--- src/rtl/pipeline_stall_ctrl.sv ---
// Stall/flush controller for the five-stage pipeline: mem stall > mul/div > load-use > branch flush.
// Optional stall performance counter enabled by defining PIPE_STALL_PERF_EN.
module pipeline_stall_ctrl #(
  parameter int MULDIV_CYCLES = 32,
  parameter int CNT_W         = 6,
  parameter int MEM_TIMEOUT   = 255,
  parameter int PERF_W        = 32
) (
  input  logic              clk,
  input  logic              rst,
  input  logic              load_use_req,
  input  logic              branch_taken,
  input  logic              muldiv_start,
  input  logic              mem_busy,
  output logic              pc_hold,
  output logic              if_id_hold,
  output logic              if_id_flush,
  output logic              id_exe_hold,
  output logic              id_exe_bubble,
  output logic              exe_mem_hold,
  output logic              exe_mem_bubble,
  output logic              mem_wb_bubble,
  output logic              muldiv_done,
  output logic              mem_timeout,
  output logic [PERF_W-1:0] perf_stall_cycles
);

  typedef enum logic {IDLE, MULDIV} state_t;

  localparam int WAIT_W = $clog2(MEM_TIMEOUT + 1);
  localparam logic [CNT_W-1:0]  CNT_LOAD  = CNT_W'(MULDIV_CYCLES - 1);
  localparam logic [WAIT_W-1:0] WAIT_MAX  = WAIT_W'(MEM_TIMEOUT);
  localparam logic [WAIT_W-1:0] WAIT_LAST = WAIT_W'(MEM_TIMEOUT - 1);

  state_t            state_reg, state_next;
  logic [CNT_W-1:0]  cnt_reg, cnt_next;
  logic [WAIT_W-1:0] wait_cnt_reg;
  logic              mem_timeout_reg;

  always_ff @(posedge clk or posedge rst) begin
    if (rst) begin
      state_reg <= IDLE;
      cnt_reg   <= '0;
    end else begin
      state_reg <= state_next;
      cnt_reg   <= cnt_next;
    end
  end

  always_comb begin
    state_next     = state_reg;
    cnt_next       = cnt_reg;
    pc_hold        = 1'b0;
    if_id_hold     = 1'b0;
    if_id_flush    = 1'b0;
    id_exe_hold    = 1'b0;
    id_exe_bubble  = 1'b0;
    exe_mem_hold   = 1'b0;
    exe_mem_bubble = 1'b0;
    mem_wb_bubble  = 1'b0;
    muldiv_done    = 1'b0;
    if (rst) begin
      state_next = IDLE;
    end else if (mem_busy) begin
      // Whole front end freezes while MEM drains a NOP into WB.
      pc_hold       = 1'b1;
      if_id_hold    = 1'b1;
      id_exe_hold   = 1'b1;
      exe_mem_hold  = 1'b1;
      mem_wb_bubble = 1'b1;
    end else begin
      case (state_reg)
        IDLE: begin
          if (muldiv_start) begin
            pc_hold        = 1'b1;
            if_id_hold     = 1'b1;
            id_exe_hold    = 1'b1;
            exe_mem_bubble = 1'b1;
            cnt_next       = CNT_LOAD;
            state_next     = MULDIV;
          end else if (load_use_req) begin
            pc_hold       = 1'b1;
            if_id_hold    = 1'b1;
            id_exe_bubble = 1'b1;
          end else if (branch_taken) begin
            if_id_flush = 1'b1;
          end
        end
        MULDIV: begin
          if (cnt_reg != '0) begin
            pc_hold        = 1'b1;
            if_id_hold     = 1'b1;
            id_exe_hold    = 1'b1;
            exe_mem_bubble = 1'b1;
            cnt_next       = cnt_reg - 1'b1;
          end else begin
            muldiv_done = 1'b1;
            state_next  = IDLE;
          end
        end
        default: state_next = IDLE;
      endcase
    end
  end

  // Consecutive-busy counter saturates so the sticky flag cannot be re-armed by wrap.
  always_ff @(posedge clk or posedge rst) begin
    if (rst) begin
      wait_cnt_reg    <= '0;
      mem_timeout_reg <= 1'b0;
    end else if (mem_busy) begin
      if (wait_cnt_reg != WAIT_MAX) wait_cnt_reg <= wait_cnt_reg + 1'b1;
      if (wait_cnt_reg == WAIT_LAST) mem_timeout_reg <= 1'b1;
    end else begin
      wait_cnt_reg <= '0;
    end
  end

  assign mem_timeout = mem_timeout_reg;

`ifdef PIPE_STALL_PERF_EN
  logic [PERF_W-1:0] perf_reg;

  always_ff @(posedge clk or posedge rst) begin
    if (rst) begin
      perf_reg <= '0;
    end else if (pc_hold && (perf_reg != {PERF_W{1'b1}})) begin
      perf_reg <= perf_reg + 1'b1;
    end
  end

  assign perf_stall_cycles = perf_reg;
`else
  assign perf_stall_cycles = '0;
`endif

endmodule

--- config.mk ---
export PLATFORM = sky130hd
export DESIGN_NAME = pipeline_stall_ctrl
export DESIGN_NICKNAME = d
export VERILOG_FILES = /design/src/rtl/pipeline_stall_ctrl.sv
export SDC_FILE = /design/constraint.sdc
export NUM_CORES = 1
export LEC_CHECK = 0
export CORE_MARGIN = 1
export CORE_UTILIZATION = 47
export DETAILED_ROUTE_END_ITERATION = 12
export GPL_ROUTABILITY_DRIVEN = 1
export PLACE_DENSITY = 0.86
export REMOVE_ABC_BUFFERS = 1
export SLEW_MARGIN = 20
export SYNTH_ARGS = -nofsm -noshare
export SYNTH_HDL_FRONTEND = slang
export SYNTH_SLANG_ARGS = --single-unit
--- constraint.sdc ---
create_clock -name clk -period 4.8 [get_ports clk]
set_input_delay 0.72 -clock clk [delete_from_list [all_inputs] [get_ports clk]]
set_output_delay 0.72 -clock clk [all_outputs]
set_load 0.05 [all_outputs]
==> flow_summary.json <==
{
  "grt_first_pass_wirelength_mm": 3.82,
  "worst_setup_hold_path_clk_slew_ps": 100,
  "maximum_number_of_pins_on_one_net_before_global_route_repair": 17,
  "final_net_count": 157,
  "async_flop_share": 1.00,
  "final_max_slew_viol_count": 0,
  "synth_area_per_cell_um2": 9.11,
  "vias_in_the_first_global_route": 858,
  "start_util": 0.497,
  "tritoncts": "done",
  "synth_seq_area_share": 0.328,
  "wl_per_cell_um": 12.9,
  "die_h_um": 53.0,
  "outcome": "finished clean",
  "preCtsSetupSlack_ps": 1250,
  "totalNegativeSetupSlack_ps": 0,
  "first_pass_iters": 4,
  "clk-insertion-delay-late_ps": 290,
  "vdd_drop_max_mv": 0.198,
  "syn_to_final_growth_pct": 5.12,
  "cts_sinks": 16,
  "finalSetupViolations": 0,
  "synth-main-ff-cell": "dfrtp_1",
  "max-clock-path-buffers": 2,
  "cts_resized": 0,
  "number_of_drc_violations_after_detailed_routing_iteration_0": 29,
  "p_leak_uw": 0.000572,
  "rsz0062_at_grt": "no",
  "yosys.cell_types.count": 38,
  "synth-edff-count": 0,
  "power_per_cell_area_nw_per_um2": 316,
  "htree_levels": 1,
  "synth.cell_area_um2": 1220,
  "via_density_per_instance": 5.36,
  "cap_viol_max_count": 0,
  "postSynthCellCount": 134,
  "coreArea_um2": 2450,
  "synth.ff_latch_count": 16,
  "via_count": 943,
  "cp.arrival_ps": 2860,
  "post_route_cells_drive_above_1_share": 0.0616,
  "multi_input_area_um2": 637,
  "worst_setup_path_end_kind": "primary output",
  "setup_ws_ps": 1220,
  "place.detailed.hpwl_mm": 1.64,
  "final_weighted_congestion_of_routability_driven_global_placement": 0.834,
  "register_area_um2": 400,
  "worst-path-max-fanout": 12,
  "antennaDiodeCount": 0,
  "antenna_found_initial": 0,
  "rows": 18,
  "layout_worst_path_cycle_share": 0.746,
  "portBuffers": 15,
  "crit_required_ps": 4080,
  "grt_overflow": 0,
  "postCtsSetupRepairBufs": 0,
  "fmax_ghz": 0.279,
  "placedCellCount": 172,
  "criticalPathCategory": "in -> out",
  "final_hold_viol_count": 0,
  "clock_tree.root_cell": "clkbuf_4",
  "grt_usage": 0.188,
  "cts_buffers": 3,
  "dpl_cell_area_um2": 1250,
  "hp-class": "reg -> reg",
  "yosysWarningCount": 0,
  "cts-hold-fix-buffers": 0,
  "final_antenna_net_count": 0,
  "slew_headroom": 0.589,
  "top_level_ports": 48,
  "die_area_um2": 2810,
  "skew_ps": 0.761,
  "detail_route.wirelength_mm": 2.28,
  "crit_path_start_kind": "input pin",
  "largest_register_ff_count": 8,
  "drt_drc": 0,
  "fillCellCount": 221,
  "min_cycle_time_layout_ps": 3580,
  "fin_cells": 176,
  "finish.instance_area_um2": 1280,
  "hold_slack_ps": 496,
  "chipWidth_um": 53.0,
  "worstMarginPinSlew_ps": 615
}
## power breakdown
| part | switching (uW) | total, uW | internal, uW |
|---|---|---|---|
| combinational | 95.5 | 134 | 38.8 |
| sequential | 25.0 | 178 | 153 |
| clock | 46.5 | 92.8 | 46.3 |
| total | 167 | 405 | 238 |
## routing by layer
metal	GRT usage	part of all wire	vias to the layer above
met5	0	0	-
met4	0.0526	0.011	0
met3	0.0690	0.070	4
met2	0.319	0.50	43
met1	0.219	0.42	453
li1	-	-	443
## worst paths after layout
kind                              from               to  slack (ps)  cells after the start
setup / recovery              mem_busy   exe_mem_bubble        1220                      4
hold / removal             mem_timeout      mem_timeout         500                      1
min in group asynchronous          rst  wait_cnt_reg[6]        1030                      2
max in group asynchronous          rst       cnt_reg[1]        3380                      2
setup reg to reg            cnt_reg[3]       cnt_reg[1]        3120                      3
hold reg to reg            mem_timeout      mem_timeout         500                      1
## layout by cell type (no fill, tap or decap), types with 3 or more instances in the layout
cell type / Yosys / final
conb_1: 1 / 32
clkdlybuf4s50_1: 0 / 15
nand4_1: 4 / 4
nand2_1: 7 / 7
nor3_1: 8 / 8
ha_1: 4 / 4
a21oi_1: 5 / 5
o21bai_1: 3 / 3
a31oi_1: 4 / 4
o21ai_0: 5 / 5
nor2_1: 3 / 3
inv_1: 6 / 6
o311a_1: 3 / 3
dfrtp_1: 16 / 16
clkbuf_4: 0 / 3
## through the flow
| stage | util | total power, uW |
|---|---|---|
| global placement | 0.508 | 308 |
| CTS | 0.523 | 406 |
| global route | 0.523 | 428 |
| floorplan | - | 285 |
| finish | 0.523 | 405 |
| detailed placement | 0.508 | 313 |
## worst max-delay path, cell delays in order
cell and delay (ps):
clkdlybuf4s50_1 630, nor2_1 420, o211a_4 280, clkdlybuf4s50_1 810
## cell type report
type / instances / area share
Multi-Input combinational cell: 105 / 0.496
Inverter: 6 / 0.0175
Clock buffer: 4 / 0.0283
Sequential cell: 16 / 0.312
Tap cell: 30 / 0.0292
Timing Repair Buffer: 15 / 0.117
## synth_stat cells, types with 4 or more instances
library cell | instances | area [um2]
nor3_1 | 8 | 40.0
ha_1 | 4 | 50.1
inv_1 | 6 | 22.5
buf_4 | 34 | 255
dfrtp_1 | 16 | 400
a31oi_1 | 4 | 25.0
nand4_1 | 4 | 25.0
o21ai_0 | 5 | 25.0
a21oi_1 | 5 | 25.0
nand2_1 | 7 | 26.3
## cells by family after synthesis
| kind of cell | Yosys count | share of synthesized area |
|---|---|---|
| compound gates | 27 | 0.162 |
| fa+ha+maj | 4 | 0.0410 |
| buf+inv | 44 | 0.246 |
| flops | 16 | 0.328 |
| mux | 3 | 0.0328 |
| other cells | 1 | 0.00307 |
| simple gates | 39 | 0.188 |
(Power assumes the default switching activity.)
